**config.mk**
```make
export PLATFORM = sky130hd
export DESIGN_NAME = control_unit
export DESIGN_NICKNAME = d
export VERILOG_FILES = /design/src/rtl/k_and_s_pkg.sv /design/src/rtl/control_unit.sv
export SDC_FILE = /design/constraint.sdc
export NUM_CORES = 1
export LEC_CHECK = 0
export CAP_MARGIN = 10
export CORE_UTILIZATION = 35
export DETAILED_ROUTE_END_ITERATION = 8
export PLACE_DENSITY_LB_ADDON = 0.2
export SYNTH_ARGS = -nofsm -noshare
export SYNTH_HDL_FRONTEND = slang
export SYNTH_SLANG_ARGS = --single-unit
```
**constraint.sdc**
```tcl
create_clock -name clk -period 3.9 [get_ports clk]
set_input_delay 0.39 -clock clk [delete_from_list [all_inputs] [get_ports clk]]
set_output_delay 0.39 -clock clk [all_outputs]
set_load 0.05 [all_outputs]
```
**src/rtl/k_and_s_pkg.sv**
```systemverilog
// Shared types for the K&S 16-bit processor: instruction decode, control FSM
// states, ALU operation codes and the conditional-branch evaluator.
package k_and_s_pkg;

    // Five bits leave encodings 16..31 free; the FSM treats those as no-ops.
    typedef enum logic [4:0] {
        I_NOP    = 5'd0,
        I_LOAD   = 5'd1,
        I_STORE  = 5'd2,
        I_MOVE   = 5'd3,
        I_ADD    = 5'd4,
        I_SUB    = 5'd5,
        I_AND    = 5'd6,
        I_OR     = 5'd7,
        I_BRANCH = 5'd8,
        I_BZERO  = 5'd9,
        I_BNZERO = 5'd10,
        I_BNEG   = 5'd11,
        I_BNNEG  = 5'd12,
        I_BOV    = 5'd13,
        I_BNOV   = 5'd14,
        I_HALT   = 5'd15
    } decoded_instruction_type;

    typedef enum logic [2:0] {
        S_FETCH,
        S_DECODE,
        S_EX_LOAD,
        S_EX_STORE,
        S_EX_MOVE,
        S_EX_ALU,
        S_EX_BRANCH,
        S_HALT
    } ctrl_state_type;

    localparam logic [1:0] OP_OR  = 2'b00;
    localparam logic [1:0] OP_ADD = 2'b01;
    localparam logic [1:0] OP_SUB = 2'b10;
    localparam logic [1:0] OP_AND = 2'b11;

    function automatic logic branch_cond(
        input decoded_instruction_type instr,
        input logic                    zero_op,
        input logic                    neg_op,
        input logic                    unsigned_overflow,
        input logic                    signed_overflow
    );
        logic ovf;
        logic taken;
        ovf   = signed_overflow | unsigned_overflow;
        taken = 1'b0;
        case (instr)
            I_BRANCH: taken = 1'b1;
            I_BZERO:  taken = zero_op;
            I_BNZERO: taken = ~zero_op;
            I_BNEG:   taken = neg_op;
            I_BNNEG:  taken = ~neg_op;
            I_BOV:    taken = ovf;
            I_BNOV:   taken = ~ovf;
            default:  taken = 1'b0;
        endcase
        return taken;
    endfunction

endpackage

```
**src/rtl/control_unit.sv**
```systemverilog
// Multi-cycle fetch/decode/execute sequencer for the K&S datapath. Outputs are
// decoded from the registered state and RAM wait counter; MEM_WAIT is 0..7.
module control_unit
    import k_and_s_pkg::*;
#(
    parameter int MEM_WAIT = 0
) (
    input  logic                    clk,
    input  logic                    rst,
    input  decoded_instruction_type decoded_instruction,
    input  logic                    zero_op,
    input  logic                    neg_op,
    input  logic                    unsigned_overflow,
    input  logic                    signed_overflow,
    output logic                    branch,
    output logic                    pc_enable,
    output logic                    ir_enable,
    output logic                    addr_sel,
    output logic                    c_sel,
    output logic [1:0]              operation,
    output logic                    write_reg_enable,
    output logic                    flags_reg_enable,
    output logic                    ram_write_enable,
    output logic                    halted
);

    localparam logic [2:0] WAIT_LAST = 3'(MEM_WAIT);

    ctrl_state_type state;
    logic [2:0]     wait_cnt;
    logic           mem_done;

    // The last cycle of a RAM access is the one where the counter has run out.
    assign mem_done = (wait_cnt == WAIT_LAST);

    always_ff @(posedge clk) begin
        if (rst) begin
            state    <= S_FETCH;
            wait_cnt <= 3'd0;
        end else begin
            case (state)
                S_FETCH: begin
                    if (mem_done) begin
                        state    <= S_DECODE;
                        wait_cnt <= 3'd0;
                    end else begin
                        wait_cnt <= wait_cnt + 3'd1;
                    end
                end
                S_DECODE: begin
                    wait_cnt <= 3'd0;
                    case (decoded_instruction)
                        I_LOAD:  state <= S_EX_LOAD;
                        I_STORE: state <= S_EX_STORE;
                        I_MOVE:  state <= S_EX_MOVE;
                        I_ADD, I_SUB, I_AND, I_OR:
                                 state <= S_EX_ALU;
                        I_BRANCH, I_BZERO, I_BNZERO, I_BNEG, I_BNNEG, I_BOV, I_BNOV:
                                 state <= S_EX_BRANCH;
                        I_HALT:  state <= S_HALT;
                        default: state <= S_FETCH;
                    endcase
                end
                S_EX_LOAD: begin
                    if (mem_done) begin
                        state    <= S_FETCH;
                        wait_cnt <= 3'd0;
                    end else begin
                        wait_cnt <= wait_cnt + 3'd1;
                    end
                end
                S_HALT: begin
                    state    <= S_HALT;
                    wait_cnt <= 3'd0;
                end
                default: begin
                    state    <= S_FETCH;
                    wait_cnt <= 3'd0;
                end
            endcase
        end
    end

    // Reset gates the decode so an abandoned instruction cannot strobe anything.
    always_comb begin
        branch           = 1'b0;
        pc_enable        = 1'b0;
        ir_enable        = 1'b0;
        addr_sel         = 1'b0;
        c_sel            = 1'b0;
        operation        = OP_OR;
        write_reg_enable = 1'b0;
        flags_reg_enable = 1'b0;
        ram_write_enable = 1'b0;
        halted           = 1'b0;
        if (rst) begin
            addr_sel = 1'b1;
        end else begin
            case (state)
                S_FETCH: begin
                    addr_sel  = 1'b1;
                    ir_enable = mem_done;
                    pc_enable = mem_done;
                end
                S_EX_LOAD: begin
                    write_reg_enable = mem_done;
                end
                S_EX_STORE: begin
                    ram_write_enable = 1'b1;
                end
                S_EX_MOVE: begin
                    c_sel            = 1'b1;
                    write_reg_enable = 1'b1;
                end
                S_EX_ALU: begin
                    c_sel            = 1'b1;
                    write_reg_enable = 1'b1;
                    flags_reg_enable = 1'b1;
                    case (decoded_instruction)
                        I_ADD:   operation = OP_ADD;
                        I_SUB:   operation = OP_SUB;
                        I_AND:   operation = OP_AND;
                        default: operation = OP_OR;
                    endcase
                end
                S_EX_BRANCH: begin
                    pc_enable = 1'b1;
                    branch    = branch_cond(decoded_instruction, zero_op, neg_op,
                                            unsigned_overflow, signed_overflow);
                end
                S_HALT: begin
                    halted = 1'b1;
                end
                default: begin
                end
            endcase
        end
    end

endmodule
```
==> out/summary.md, run 1 <==
For this run, the top clock speed supported by timing is 324 MHz. The die covers 1660 um^2. For this design the top-level I/O count stands at 22. The tools report the arrival time at the worst endpoint as 2.69 ns. In this run the deepest clock path goes through 2 buffers. The die is 40.8 um wide. The critical path goes through clkdlybuf4s50_1 -> or2_1 -> or4b_1 -> a21oi_1 -> clkdlybuf4s50_1.

In the final design database the tool counted 112 nets. The run gives 72 as the cell count after synthesis. The worst register-to-register path begins at state[0]$_SDFFE_PP0P_. For the maximum number of pins on one net before global-route repair, the log shows 13. The critical path in this run is classified as in2out. For the antenna diode count, the log shows 0. For the clock latency of the later-clocked register in the worst-skew pair, the log shows 0.24 ns. The via count of the first global-routing pass was 448; the depth of the CTS H-tree was 1. The area growth from synthesis to layout works out to 45.2%.

In the final routed layout, each cell accounts on average for 12.2 um. The most critical setup path has its startpoint at rst. The first detailed-routing pass ran for 4 iterations.

For the total CTS buffers, the log shows 3. During placement, the flow inserted port buffers numbering 21. Highest-delay cell along the critical path: clkdlybuf4s50_1. The final layout contains routed wiring with a total length of 1320 um. The run gives 0 as the aggregate global routing overflow. The total setup violations reported at the end of the flow was 0. The worst hold path begins at wait_cnt[0]$_SDFF_PP0_. Clock-pin slew was measured on the worst setup and hold paths at 0.04 ns.

The critical path depth in cells was 5. The cell chosen for the clock root was clkbuf_4. The cell count of the worst reg-to-reg path is 3. For the final routed database, the setup TNS stands at 0 ns.

The logs give 0.00125 ns for the clock skew after layout and 0 for the hold buffer count at cts. In this run, post-CTS repair resized a total of 0 instances. Time the worst path needs with I/O delays and setup: 3.08 ns. Among cell families on the critical path, the largest total delay comes from buffers and inverters. The logs give 0 for the number of warnings reported in the yosys synthesis log and 13 for the count of standard-cell rows.

The flip-flop and latch count after synthesis works out to 6. The cell taking the most area after synthesis was dfxtp_1. Total via count after detailed routing: 563. For this run, design rule violations remaining after detail routing come to 0.

The tools report the sink count of the clock tree as 6. Using the TritonRoute via totals, the vias-per-cell ratio works out to 5.21. The flow ran to the end, and the final reports show no timing, DRC or antenna violations. The detail route stage leaves a number of antenna-violating nets equal to 0.

STA puts the critical path data required time at 3.51 ns. The worst setup path is launched from an input port. The total area inside the core boundary comes to 1350 um^2.

The path class of the tightest hold or removal check is reg2reg. The number of antenna violations at the first check in global routing is 0, and the area share of the largest cell type after synthesis is 22.9%. The buffering stage count on the worst path with inverters included is 2, and the flop-to-flop setup slack is 2.52 ns.

The maximum fanout along the worst path came out at 7. The post-route netlist has 4.30% of its cells at a drive strength greater than 1. Y dimension of the die: 40.8 um. The worst-margin pin slew was 0.497 ns; the number of max-slew violations in the final report was 0. The logs give 89 for the post-synth net total and 526 um^2 for the area of the mapped netlist. Following the worst setup path forward leads to its endpoint at branch.

Yosys attributes the largest share of cell area to dfxtp_1, ha_1, nor2_1, nand2b_1, a21oi_1. Setup repair after global routing left no endpoint under its margin. The wire length of the first global-routing pass is 1880 um. The worst hold margin is 0.457 ns, and the post-synthesis area per instance is 7.30 um^2. In the global route stage, overall resource usage came out at 17.7%. Routability-driven placement finished with a final weighted congestion of 0.695. The initial utilization of the core area, before any placement, comes to 38.9%. The run gives 0.304 nW as the cell leakage power. TritonCTS built the clock tree. The tool flagged a number of max-cap violations equal to 0. The number of different library cells used by synthesis comes to 27. Total power divided by cell area: 250 nW/um^2. The kind of end point of the critical path was a primary output.

The worst-case vdd ir drop is 0.000190 V, and the buffer count from post-CTS setup fixing is 0. The logs give 56.5% for the utilization of the core after routing and 1020 um for the estimated wirelength of the detail-placed design. Endpoint of the most critical register-to-register path: state[2]$_SDFFE_PP0P_. The logs give 66.7% for the relative max-transition margin and 22.9% for the sequential share of the synthesized area. The peak per-stage delay on the critical path works out to 0.81 ns.

The final worst-path cycle share was 79.1%; the initial DRC count was 16. By instance count, the cell type seen most on the critical path is clkdlybuf4s50_1. The tools report the number of hold violations in the final report as 0.
-- sequential cells by signal, summed over array words and instances (netlist names) --
signal / count
state: 3
wait_cnt: 3
-- cell type report --
class | instances | area, um^2
clock buffers | 3 | 22.5
fillers | 131 | 587
inverters | 6 | 22.5
multi-input cells | 57 | 369
flip-flops and latches | 6 | 120
well taps | 15 | 18.8
repair buffers | 21 | 210
-- logic make-up after synthesis --
logic type	Yosys count	share of synthesized area (%)
AND/OR/NAND/NOR	35	36.0
AO/OA/AOI/OAI	15	18.1
buffers and inverters	9	6.90
adder cells (fa/ha/maj)	6	14.3
flip-flops	6	22.9
multiplexers	1	1.90
-- Yosys cell counts --
cell type and instances:
o32ai_1 2, clkbuf_1 1, or3_1 2, inv_1 6
a21oi_1 6, or4_1 2, or2_2 1, nand2b_1 5
buf_2 2, o22ai_1 2, nand2_1 2, and2_1 1
nor4b_1 1, nor3b_1 1, dfxtp_1 6, nor2b_1 1
or4b_1 1, mux2i_1 1, or2_1 1, and3_1 1
a2bb2oi_1 2, o21ai_0 2, nor2_1 13, a21o_1 1
ha_1 6, nor4_1 1, nor3_1 2
-- worst min path at each step --
stage,to,slack (ns),cells past startpoint
after CTS,wait_cnt[0]$_SDFF_PP0_,0.46,1
after detailed placement,wait_cnt[0]$_SDFF_PP0_,0.45,1
after global placement,wait_cnt[0]$_SDFF_PP0_,0.46,1
after global routing,wait_cnt[0]$_SDFF_PP0_,0.49,1
final,wait_cnt[0]$_SDFF_PP0_,0.46,1
after floorplan,wait_cnt[0]$_SDFF_PP0_,0.43,1
-- through the flow --
step	setup slack [ns]	cell area, um^2	instances	power [mW]
after floorplan	1.56	526	72	0.110
after global placement	0.871	741	105	0.135
after detailed placement	0.853	741	105	0.137
after CTS	0.846	763	108	0.194
after global routing	0.751	763	108	0.203
final	0.817	763	108	0.191
-- per-layer routing --
layer | GRT usage [%] | up-vias | wire, um
met2 | 29.4 | 20 | 588
met1 | 21.1 | 248 | 661
met3 | 3.26 | 2 | 56
met5 | 0 | - | 0
met4 | 10.0 | 0 | 14
li1 | - | 293 | -
-- where the power goes --
group / total (mW) / internal [mW] / switching (mW)
registers: 0.0691 / 0.0641 / 0.00501
clock network: 0.0549 / 0.0347 / 0.0203
logic: 0.0668 / 0.0289 / 0.0379
total: 0.191 / 0.128 / 0.0632
-- placed cells by master, fill, tap and decap left out, types with 2 or more instances in the layout --
master           instances
inv_1                    6
nor2_1                  13
or4_1                    2
nor3_1                   2
or3_1                    2
o32ai_1                  2
o22ai_1                  2
a2bb2oi_1                2
dfxtp_1                  6
clkbuf_4                 3
nand2b_1                 5
clkdlybuf4s50_1         21
ha_1                     6
o21ai_0                  2
nand2_1                  2
a21oi_1                  6
Power figures use the tool's default switching activity.
==> run 2: changes to the inputs <==
clock period = 2.7 ns   (was 3.9 ns; I/O delays follow)
==> run 2 against run 1 <==
Via count decreased by 4.4%. Routed wire length decreased by 10%. Sequential share of layout area decreased by 0.60 points. Hold slack improved by 0.0073 ns. Cell count unchanged. Count of clock-buffer cells in the layout unchanged. Die area unchanged. Clock skew increased by 0.00060 ns. Register-to-register slack got worse by 1.2 ns. Non-clock buffer count unchanged. Clock power increased by 40%. Critical path depth increased by 1. Critical path type is now reg2out. Highest routed layer is now met3.
==> out/summary.md, run 2 (synthesis results as in run 1) <==
The total power divided by cell area was 342 nW/um^2 (+37%); the total via count after detailed routing was 538 (-4.4%). The total non-filler cell area in the finished layout is 793 um^2 (+3.9%), and the number of buffers on the longest clock path is 2 (unchanged). The number of routed nets with antenna violations came out at 0 (unchanged).

Critical setup path kind: reg2out. The largest registers in the layout are state x3, wait_cnt x3. The flow ran to the end, and the final reports show no timing, DRC or antenna violations. The antenna diode count was 0 (unchanged); the x dimension of the die was 40.8 um (unchanged).

The tools report the flop-to-flop setup slack as 1.34 ns (-1.18 ns). Number of antenna violations at the first check in global routing: 0 (unchanged). Highest-delay cell along the critical path: clkdlybuf4s50_1. In the layout the commonest cells are clkdlybuf4s50_1, nor2_1. Most crowded layer after global routing: met2. The tools report the initial DRC count as 12 (-4). For the maximum number of pins on one net before global-route repair, the log shows 13 (unchanged). The buffer count from post-CTS setup fixing is 0 (unchanged), and the worst-case vdd ir drop is 0.000203 V (+6.8%). The worst register-to-register path ends at state[1]$_SDFFE_PP0P_. The number of buffers added on ports came out at 21 (unchanged). The overall global routing resource usage is 15.8% (-1.9 points), and the clock edge transition at the registers on the reported setup and hold paths is 0.04 ns (about the same).

TritonCTS built the clock tree. The count of instances resized after the clock tree is built was 0 (unchanged); the final instance count without filler cells was 108 (unchanged). The tools report the total CTS buffers as 3 (unchanged).

The run gives 1800 um (-4.4%) as the wire length of the first global-routing pass. Setup repair after global routing left no endpoint under its margin. Relative max-transition margin: 66.5% (-0.20 points). The number of hold violations in the final report was 0 (unchanged); the peak per-stage delay on the critical path was 0.81 ns (about the same).

The routed wirelength normalized by instance count came out at 11.0 um (-10%). The sink of the worst hold path is wait_cnt[0]$_SDFF_PP0_. The worst endpoint required time was 2.43 ns (-1.08 ns); the area growth from synthesis to layout was 51.0%. The global routing met3 resource utilization was 1.63% (-1.6 points); the final worst-path cycle share was 90.6%. The number of placed instances, taps included is 105 (unchanged), and the via count of the first global-routing pass is 415 (-7.4%).

The tools report the routability-driven placement congestion ratio as 0.804 (+16%). The fraction of layout cells with a size suffix above 1 came out at 7.53% (+3.2 points). The initial core utilization is 38.9% (unchanged). Type of the most critical hold path: reg2reg. The number of max-slew violations in the final report came out at 0 (unchanged). The run gives 2.18 ns (-0.51 ns) as the arrival time at the worst endpoint. For the net count reported at finish, the log shows 112 (unchanged). The met2 track demand over resource in global routing came out at 25.4% (-4.0 points). The estimated wirelength of the detail-placed design is 946 um (-7.6%).

The worst setup path is captured at a primary output. The setup TNS after final layout was 0 ns (unchanged). For the number of design rule violations left after detail routing, the log shows 0 (unchanged). The total core area is 1350 um^2 (unchanged). The tools report the I/O pin count as 22 (unchanged).

The hold buffer count at cts came out at 0 (unchanged). STA classifies the critical path startpoint as a flop. The tools report the depth of the CTS H-tree as 1 (unchanged). The signal on the critical path passes through inv_1 -> ha_1 -> nand2b_1 -> or3_1 -> a21oi_1 -> clkdlybuf4s50_1. The count of standard-cell rows came out at 13 (unchanged). The startpoint identified for the worst register-to-register timing path is state[0]$_SDFFE_PP0P_. Cell chosen for the clock root: clkbuf_4. The cell count of the worst reg-to-reg path is 3 (unchanged), and the clock skew after layout is 0.00184 ns (+0.000597 ns).

The total setup violations reported at the end of the flow was 0 (unchanged). The area of the die is 1660 um^2 (unchanged), and the sum of routed wire length over all layers is 1180 um (-10%). The worst-margin pin slew was 0.500 ns (+0.00298 ns). The instance count along the most critical hold path is 1 (unchanged), and the time the worst path needs with I/O delays and setup is 2.45 ns. The total cell area at the placement stage came out at 771 um^2 (+4.1%).

The run gives 6 (unchanged) as the sink count of the clock tree. Number of iterations in the first detailed-routing pass: 4 (unchanged). The logs give 123 (-6.1%) for the number of fill cells in the layout and 0 (unchanged) for the aggregate global routing overflow.

Max-capacitance violation count: 0 (unchanged). In this run the most critical hold path is launched from wait_cnt[0]$_SDFF_PP0_. The cell leakage power was 0.318 nW (+4.7%); the maximum fanout along the worst path was 3 (-4).

Based on the critical path, the design can be clocked at up to 409 MHz. The tools report the clock latency of the later-clocked register in the worst-skew pair as 0.23 ns (about the same). The commonest non-fill, non-tap cell in the layout is clkdlybuf4s50_1. Average vias per placed instance: 4.98 (-4.4%). The y dimension of the die is 40.8 um (unchanged). The global routing met1 resource utilization was 21.9% (+0.79 points).
## run 2: cell type report
class	instances	area, um^2	area share, %
flip-flops and latches	6	120	15.1
well taps	15	18.8	2.37
multi-input cells	57	369	46.5
inverters	6	22.5	2.84
repair buffers	21	240	30.3
clock buffers	3	22.5	2.84
## run 2: metrics by stage
| step | worst slack [ns] | hold slack, ns | total power [mW] | utilization (%) |
|---|---|---|---|---|
| CTS | 0.238 | 0.466 | 0.277 | 58.8 |
| global route | 0.162 | 0.478 | 0.291 | 58.8 |
| detailed placement | 0.370 | 0.460 | 0.196 | 57.1 |
| global placement | 0.402 | 0.469 | 0.195 | 57.1 |
| finish | 0.255 | 0.464 | 0.272 | 58.8 |
| floorplan | 0.509 | 0.385 | 0.159 | - |
## run 2: worst max path at each step
stage	startpoint	to	cells past startpoint
6_report	wait_cnt[0]$_SDFF_PP0_	pc_enable	6
5_1_grt	wait_cnt[0]$_SDFF_PP0_	pc_enable	6
4_1_cts	wait_cnt[0]$_SDFF_PP0_	pc_enable	6
3_5_place_dp	rst	pc_enable	4
3_3_place_gp	rst	pc_enable	4
2_1_floorplan	state[0]$_SDFFE_PP0P_	branch	4
## run 2: where the power goes
part | total, mW | switching [mW] | internal, mW
sequential | 0.0995 | 0.00686 | 0.0926
combinational | 0.0952 | 0.0534 | 0.0418
clock | 0.0769 | 0.0269 | 0.0499
## run 2: routing by layer
layer,vias up,wire length [um],part of all wire [%]
met5,-,0,0
met4,0,0,0
met3,0,37,3.1
met2,12,548,46
met1,232,598,51
li1,294,-,-
## run 2: worst max-delay path, delay by kind of cell (launching register included)
| kind | cells | cell delay [ns] |
|---|---|---|
| compound gates | 1 | 0.15 |
| flops | 1 | 0.32 |
| simple gates | 2 | 0.42 |
| fa+ha+maj | 1 | 0.17 |
| buf+inv | 2 | 0.87 |
==> run 3: changes to the inputs <==
CAP_MARGIN = default   (was 10)
==> results of run 3 <==
Same layout as run 2: the final DEF is identical, and so are final timing and power.
